--- src/rtl/seq_div.sv ---
// Sequential radix-2 restoring divider: 2*WIDTH-bit dividend by a WIDTH-bit divisor,
// unsigned or two's-complement signed, with a start/busy/done handshake.
module seq_div #(
  parameter int unsigned WIDTH = 16
) (
  input  logic               clk,
  input  logic               rst_n,
  input  logic               start,
  input  logic               alufn,
  input  logic [2*WIDTH-1:0] A,
  input  logic [WIDTH-1:0]   B,
  output logic [2*WIDTH-1:0] Q,
  output logic [WIDTH-1:0]   R,
  output logic               busy,
  output logic               done,
  output logic               div_zero
);

  localparam int unsigned DW    = 2 * WIDTH;
  localparam int unsigned CNT_W = $clog2(DW) + 1;
  localparam int unsigned LAST  = DW - 1;

  typedef enum logic [1:0] {
    IDLE = 2'd0,
    CALC = 2'd1,
    FIX  = 2'd2,
    DONE = 2'd3
  } state_t;

  state_t            state_q;
  logic [DW-1:0]     dvd_q;
  logic [WIDTH-1:0]  dmag_q;
  logic [WIDTH:0]    prem_q;
  logic [CNT_W-1:0]  cnt_q;
  logic              qneg_q;
  logic              rneg_q;
  logic [DW-1:0]     q_q;
  logic [WIDTH-1:0]  r_q;
  logic              busy_q;
  logic              done_q;
  logic              dz_q;

  logic              a_neg;
  logic              b_neg;
  logic [DW-1:0]     a_mag;
  logic [WIDTH-1:0]  b_mag;
  logic [WIDTH+1:0]  shift_v;
  logic [WIDTH+1:0]  diff_v;
  logic              qbit;

  // Operand magnitudes; sign handling only applies in signed mode
  assign a_neg = alufn & A[DW-1];
  assign b_neg = alufn & B[WIDTH-1];
  assign a_mag = a_neg ? DW'(-A) : A;
  assign b_mag = b_neg ? WIDTH'(-B) : B;

  // One restoring step: shift in the next dividend bit, trial-subtract the divisor
  always_comb begin
    shift_v = {prem_q, dvd_q[DW-1]};
    diff_v  = shift_v - {2'b00, dmag_q};
    qbit    = ~diff_v[WIDTH+1];
  end

  always_ff @(posedge clk or negedge rst_n) begin
    if (!rst_n) begin
      state_q <= IDLE;
      dvd_q   <= '0;
      dmag_q  <= '0;
      prem_q  <= '0;
      cnt_q   <= '0;
      qneg_q  <= 1'b0;
      rneg_q  <= 1'b0;
      q_q     <= '0;
      r_q     <= '0;
      busy_q  <= 1'b0;
      done_q  <= 1'b0;
      dz_q    <= 1'b0;
    end else begin
      case (state_q)
        IDLE: begin
          done_q <= 1'b0;
          if (start) begin
            busy_q <= 1'b1;
            dz_q   <= 1'b0;
            qneg_q <= a_neg ^ b_neg;
            rneg_q <= a_neg;
            dvd_q  <= a_mag;
            dmag_q <= b_mag;
            prem_q <= '0;
            cnt_q  <= '0;
            // Divide-by-zero skips the iterations and reports a fixed result
            if (B == '0) begin
              q_q     <= '1;
              r_q     <= A[WIDTH-1:0];
              dz_q    <= 1'b1;
              state_q <= DONE;
            end else begin
              state_q <= CALC;
            end
          end
        end
        CALC: begin
          prem_q <= qbit ? diff_v[WIDTH:0] : shift_v[WIDTH:0];
          dvd_q  <= {dvd_q[DW-2:0], qbit};
          if (cnt_q == CNT_W'(LAST)) begin
            state_q <= FIX;
          end else begin
            cnt_q <= cnt_q + CNT_W'(1);
          end
        end
        FIX: begin
          q_q     <= qneg_q ? DW'(-dvd_q) : dvd_q;
          r_q     <= rneg_q ? WIDTH'(-prem_q[WIDTH-1:0]) : prem_q[WIDTH-1:0];
          state_q <= DONE;
        end
        DONE: begin
          done_q  <= 1'b1;
          busy_q  <= 1'b0;
          state_q <= IDLE;
        end
        default: state_q <= IDLE;
      endcase
    end
  end

  assign Q        = q_q;
  assign R        = r_q;
  assign busy     = busy_q;
  assign done     = done_q;
  assign div_zero = dz_q;

endmodule
--- config.mk ---
export PLATFORM = sky130hd
export DESIGN_NAME = seq_div
export DESIGN_NICKNAME = d
export VERILOG_FILES = /design/src/rtl/seq_div.sv
export SDC_FILE = /design/constraint.sdc
export NUM_CORES = 1
export LEC_CHECK = 0
export ABC_AREA = 1
export CAP_MARGIN = 40
export CORE_UTILIZATION = 30
export DETAILED_ROUTE_END_ITERATION = 8
export SLEW_MARGIN = 20
export SYNTH_ARGS = -nofsm -noshare
export SYNTH_HDL_FRONTEND = slang
export SYNTH_SLANG_ARGS = --single-unit
--- constraint.sdc ---
create_clock -name clk -period 4.5 [get_ports clk]
set_clock_uncertainty 0.15 [all_clocks]
set_input_delay 1.35 -clock clk [delete_from_list [all_inputs] [get_ports clk]]
set_output_delay 1.35 -clock clk [all_outputs]
set_load 0.02 [all_outputs]
# == After elaboration in Yosys (flattened, before gate mapping) ==
# Index checks and enable logic that the tools add are counted.
# classes
addsub,6
n_eq_ne,8
mux,26
n_bitwise,4
reduce_logical,11
# op_table
operator,count
$mux 32,5
$pmux 32 s2,2
$mux 16,4
$neg 32->32,2
$mux 17,2
$pmux 17 s2,1
$neg 16->16,2
$pmux 16 s2,1
$sub 18x16->18,1
$logic_not 16->1,1
$mux 6,2
$pmux 6 s2,1
$ne 2x2->1 const B,4
$pmux 2 s4,1
$reduce_and 2->1,4
$add 6x1->6 const B,1
$eq 6x5->1 const B,1
$mux 2,3
$reduce_and 3->1,2
$reduce_bool 2->1,3
$eq 2x2->1 const B,2
$pmux 1 s2,2
$and 1x1->1,2
$eq 2x1->1 const B,1
other kinds (4),5
# totals
register_bits,126
input_bits,52
out_inout_bits,51
elab_cells,67

# == Longest topological paths before layout ==
# depth
depth_word,4
ltp_mapped,16
mapped_depth_nobuf,15

# == Worst setup path before layout ==
# Ideal clock, no wire load.
# synth_path
kind,input to register
from,input port B[0]
to,register q_q[5] (netlist: Q[5])
arrival_ns,2.537
setup_slack_ns,1.685
path_stages,11
path_buffers,2
path_cell_list,inv_1 -> ha_1 -> nand4_2 -> nor2_4 -> nand3_2 -> nand2_1 -> nand2_2 -> buf_2 -> buf_2 -> nand2_1 -> o21ai_0
# synth_via
elab_chain_cells,3
# synth_lines
element,line_no,text
from (decl),11,"input logic [WIDTH-1:0] B,"
$logic_not 16->1,92,if (B == '0) begin
$ne 2x2->1 (no line),n/a,
$reduce_and 3->1 (no line),n/a,
to (signal assigned),112,q_q <= qneg_q ? DW'(-dvd_q) : dvd_q;
to (decl),37,logic [DW-1:0] q_q;
# Every way passes these cells.
# A chain may end at the register's enable or synchronous reset.

# == Worst setup path in the final report ==
# layout_path
from,input port B[0]
to,register r_q[3] (netlist: R[3])
# layout_via
elab_chain_cells,3
# layout_lines
element,line_no,text
$logic_not 16->1,92,
$ne 2x2->1 (no line),n/a,
$reduce_and 3->1 (no line),n/a,
to (signal assigned),94,r_q <= A[WIDTH-1:0];
to (signal assigned),113,r_q <= rneg_q ? WIDTH'(-prem_q[WIDTH-1:0]) : prem_q[WIDTH-1:0];
to (decl),38,logic [WIDTH-1:0] r_q;
# Every way passes these cells.

==> results by group <==
Route
  • Final wirelength: a little under 30 mm
  • Antenna viol nets, final: 0
  • # DRC: 0
  • Router iterations before antenna repair: 5
  • Per-cell routed wire length: approximately 16 microns
  • Via density: 4.97
  • Via Count: 9463
  • Initial DRC count: 761

Worst hold path
  • HP Class: reg -> reg
  • Worst Hold Launch: dmag_q[13]$_DFFE_PN0P_

Place
  • RD Place Congestion: 0.903
  • Final HPWL DP: ~23 mm
  • PortBufs: 102
  • Placed cells: about 1900
  • Placed Area: 0.0108 sq mm

Logic synthesis
  • Synth Register Bits: 126
  • Cell variety after synth: 44
  • Synth warn: 0
  • Syn Std Cell Area: 0.00939 sq mm
  • Avg Cell Area, Syn: around 6.7 sq um
  • Yosys top cell by area: dfrtp_1
  • Register area share after synthesis: about a third
  • Synth Net Count: about 1500
  • Top cells by area, synth: dfrtp_1 (34%), nand2_1 (16%), nand3_1 (7.8%), inv_1 (6.8%), nor2_1 (5.7%)
  • Yosys top cell area share: 33.6%
  • Post-Synthesis Cells: ~1400

Timing
  • Slew HR: between 50% and 60%
  • Total negative slack: 0 ns
  • FMAX: 300 MHz
  • Tmin final: about 3.3 ns
  • Final Max Slew Viols: 0
  • Final setup fails: 0
  • RSZ-0062 raised after global routing: no
  • Final Cycle Share: approximately three quarters
  • Worst-Margin Slew: ~0.68 ns
  • Final hold violation count: 0

CTS
  • Post-CTS setup buffers: 0
  • CTS HTree Levels: 4
  • Clock transition at path regs: roughly 0.06 ns
  • CTS tree: yes
  • PostCTS Resize Cnt: 0
  • # hold bufs at CTS: 0
  • CTS root buf: clkbuf_16
  • Clk sink count: between 100 and 150
  • Worst skew pair latency: 0.43 ns
  • Maximum clock path buffer count: 2
  • TritonCTS Buffers: 17

Critical path
  • Reg2reg start: state_q[1]$_DFFE_PN0P_
  • CP startpoint kind: input pin
  • Slowest stage delay, CP: about 0.40 ns
  • CP max-delay cell: clkdlybuf4s50_1
  • CP Capture Type: flip-flop
  • CP cell instances: clkdlybuf4s50_1 > inv_1 > ha_1 > nand4_2 > nor2_4 > nand3_2 > nand2_1 > nand2_2 > inv_2 > buf_4 > nor2_1 > a31oi_1
  • Worst Path Required: between 4 and 5 ns
  • Worst Path Buf+Inv: 4
  • CP arrival: around 3.5 ns
  • CP Class: in -> reg
  • CP top delay family: buffers and inverters
  • Crit Path Max Fanout: 20
  • CP Launch Point: B[0]

Power and ir drop
  • Total chip power: roughly 8.5 mW
  • Leak: ~5.4 nW
  • VDD IR max: roughly 0.28 mV
  • Power per cell area: roughly 750 mW/mm^2

Cells and area
  • Fraction of layout instances using a drive strength above 1: 6.49%
  • ANT cells: 0
  • Fin cells: about 1900
  • Design area: roughly 0.011 sq mm
  • Synth-to-layout area growth: 21.3%
  • Finished Core Util: a little under two fifths
  • NumNets Final: roughly 1600
  • Fillcell total: ~3200

Floorplan
  • Die X: about 180 microns
  • Die extent in y: roughly 180 microns
  • Row count: 64
  • Core area: 0.0307 sq mm
  • Io pins: approximately 100
  • Starting Density: a little under a third
  • Die area: around 0.032 sq mm

Global routing
  • All-Layer GR Usage: 19.1%
  • First-pass GRT wire length: approximately 47 mm
  • Total gr overflow: 0
  • Pin count of the biggest net entering global routing: 70
  • Initial antenna violation count: 0
  • Vias in the first global route: roughly 9000

Outcome
  • Outcome: completed

Flow run
  • Max Cap Violations: 0
layer usage:
metal | wire length, microns | up-vias | global-route usage, %
li1 | - | 4734 | -
met1 | 14500 | 4413 | 27.6
met2 | 12800 | 283 | 29.0
met3 | 1810 | 33 | 3.01
met4 | 476 | 0 | 5.79
met5 | 0 | - | 0
worst reg2reg max path, stage by stage, from the launching register on:
cell	delay [ns]
dfrtp_1	0.40
inv_1	0.11
ha_1	0.15
buf_4	0.36
inv_2	0.41
o21ai_2	0.29
nand2_1	0.14
nor2_1	0.17
nand3_1	0.11
xor2_1	0.14
a21oi_1	0.05
cells by family after synthesis:
logic type                 after synthesis  synth area share, %
AOI/OAI and AO/OA                      220                 13.4
xor gates and xnor gates                43                 4.01
buffers and inverters                  226                 9.97
and+or+nand+nor                        766                 35.5
adders and majority gates               26                 3.55
DFF                                    126                 33.6
metrics by stage:
step | hold slack [ns] | worst slack, ns
3_5_place_dp | 0.319 | 0.751
4_1_cts | 0.335 | 1.21
3_3_place_gp | 0.318 | 0.814
6_report | 0.328 | 1.17
2_1_floorplan | 0.299 | 1.69
5_1_grt | 0.359 | 0.988
cells in the mapped netlist, drive strengths merged:
| cell | n |
|---|---|
| a21o | 2 |
| a21oi | 71 |
| a2bb2oi | 1 |
| a31oi | 18 |
| and2 | 3 |
| buf | 26 |
| clkbuf | 21 |
| clkinv | 3 |
| dfrtp | 126 |
| fa | 1 |
| ha | 25 |
| inv | 176 |
| nand2 | 408 |
| nand3 | 158 |
| nand3b | 5 |
| nand4 | 22 |
| nor2 | 150 |
| nor3 | 12 |
| o211ai | 20 |
| o21a | 2 |
| o21ai | 102 |
| o21bai | 2 |
| o221ai | 1 |
| o22ai | 1 |
| or2 | 8 |
| xnor2 | 12 |
| xor2 | 31 |
cells in the final DEF, fill, tap and decap left out, drive strengths merged, types with 16 or more instances in the layout:
master and count:
o211ai 20, nand2 408, nand4 22, o21ai 102
xor2 31, ha 25, nor2 150, inv 178
a31oi 18, dfrtp 126, clkbuf 20, clkdlybuf4s50 101
nand3 158, a21oi 71, buf 16
sequential cells by signal (all words and copies together) (netlist names):
name and flops:
state_q 2, dvd_q 32, prem_q 17, done 1, rneg_q 1, cnt_q 6
div_zero 1, R 16, Q 32, busy 1, dmag_q 16, qneg_q 1
cell type report:
cell class	instances	area, sq um	area share (%)
sequential	126	3150	27.7
inverter	179	672	5.90
clock inverter	12	161	1.42
multi-input combinational	1055	5300	46.5
clock buffer	20	447	3.92
timing repair buffer	117	1160	10.2
tap	396	495	4.35
power breakdown:
part           switching (mW)  internal, mW
combinational            3.24          1.76
sequential              0.461          1.62
clock                   0.562         0.890
worst paths after layout:
kind	depth (start not counted)	slack, ns	to
setup / recovery	12	1.17	R[3]$_DFFE_PN0P_
setup reg to reg	10	1.88	cnt_q[5]$_DFFE_PN0P_
hold reg to reg	2	0.33	dmag_q[13]$_DFFE_PN0P_
max in group asynchronous	2	2.83	prem_q[9]$_DFFE_PN0P_
hold / removal	2	0.33	dmag_q[13]$_DFFE_PN0P_
min in group asynchronous	1	0.65	Q[1]$_DFFE_PN0P_
Power figures use the tool's default switching activity.
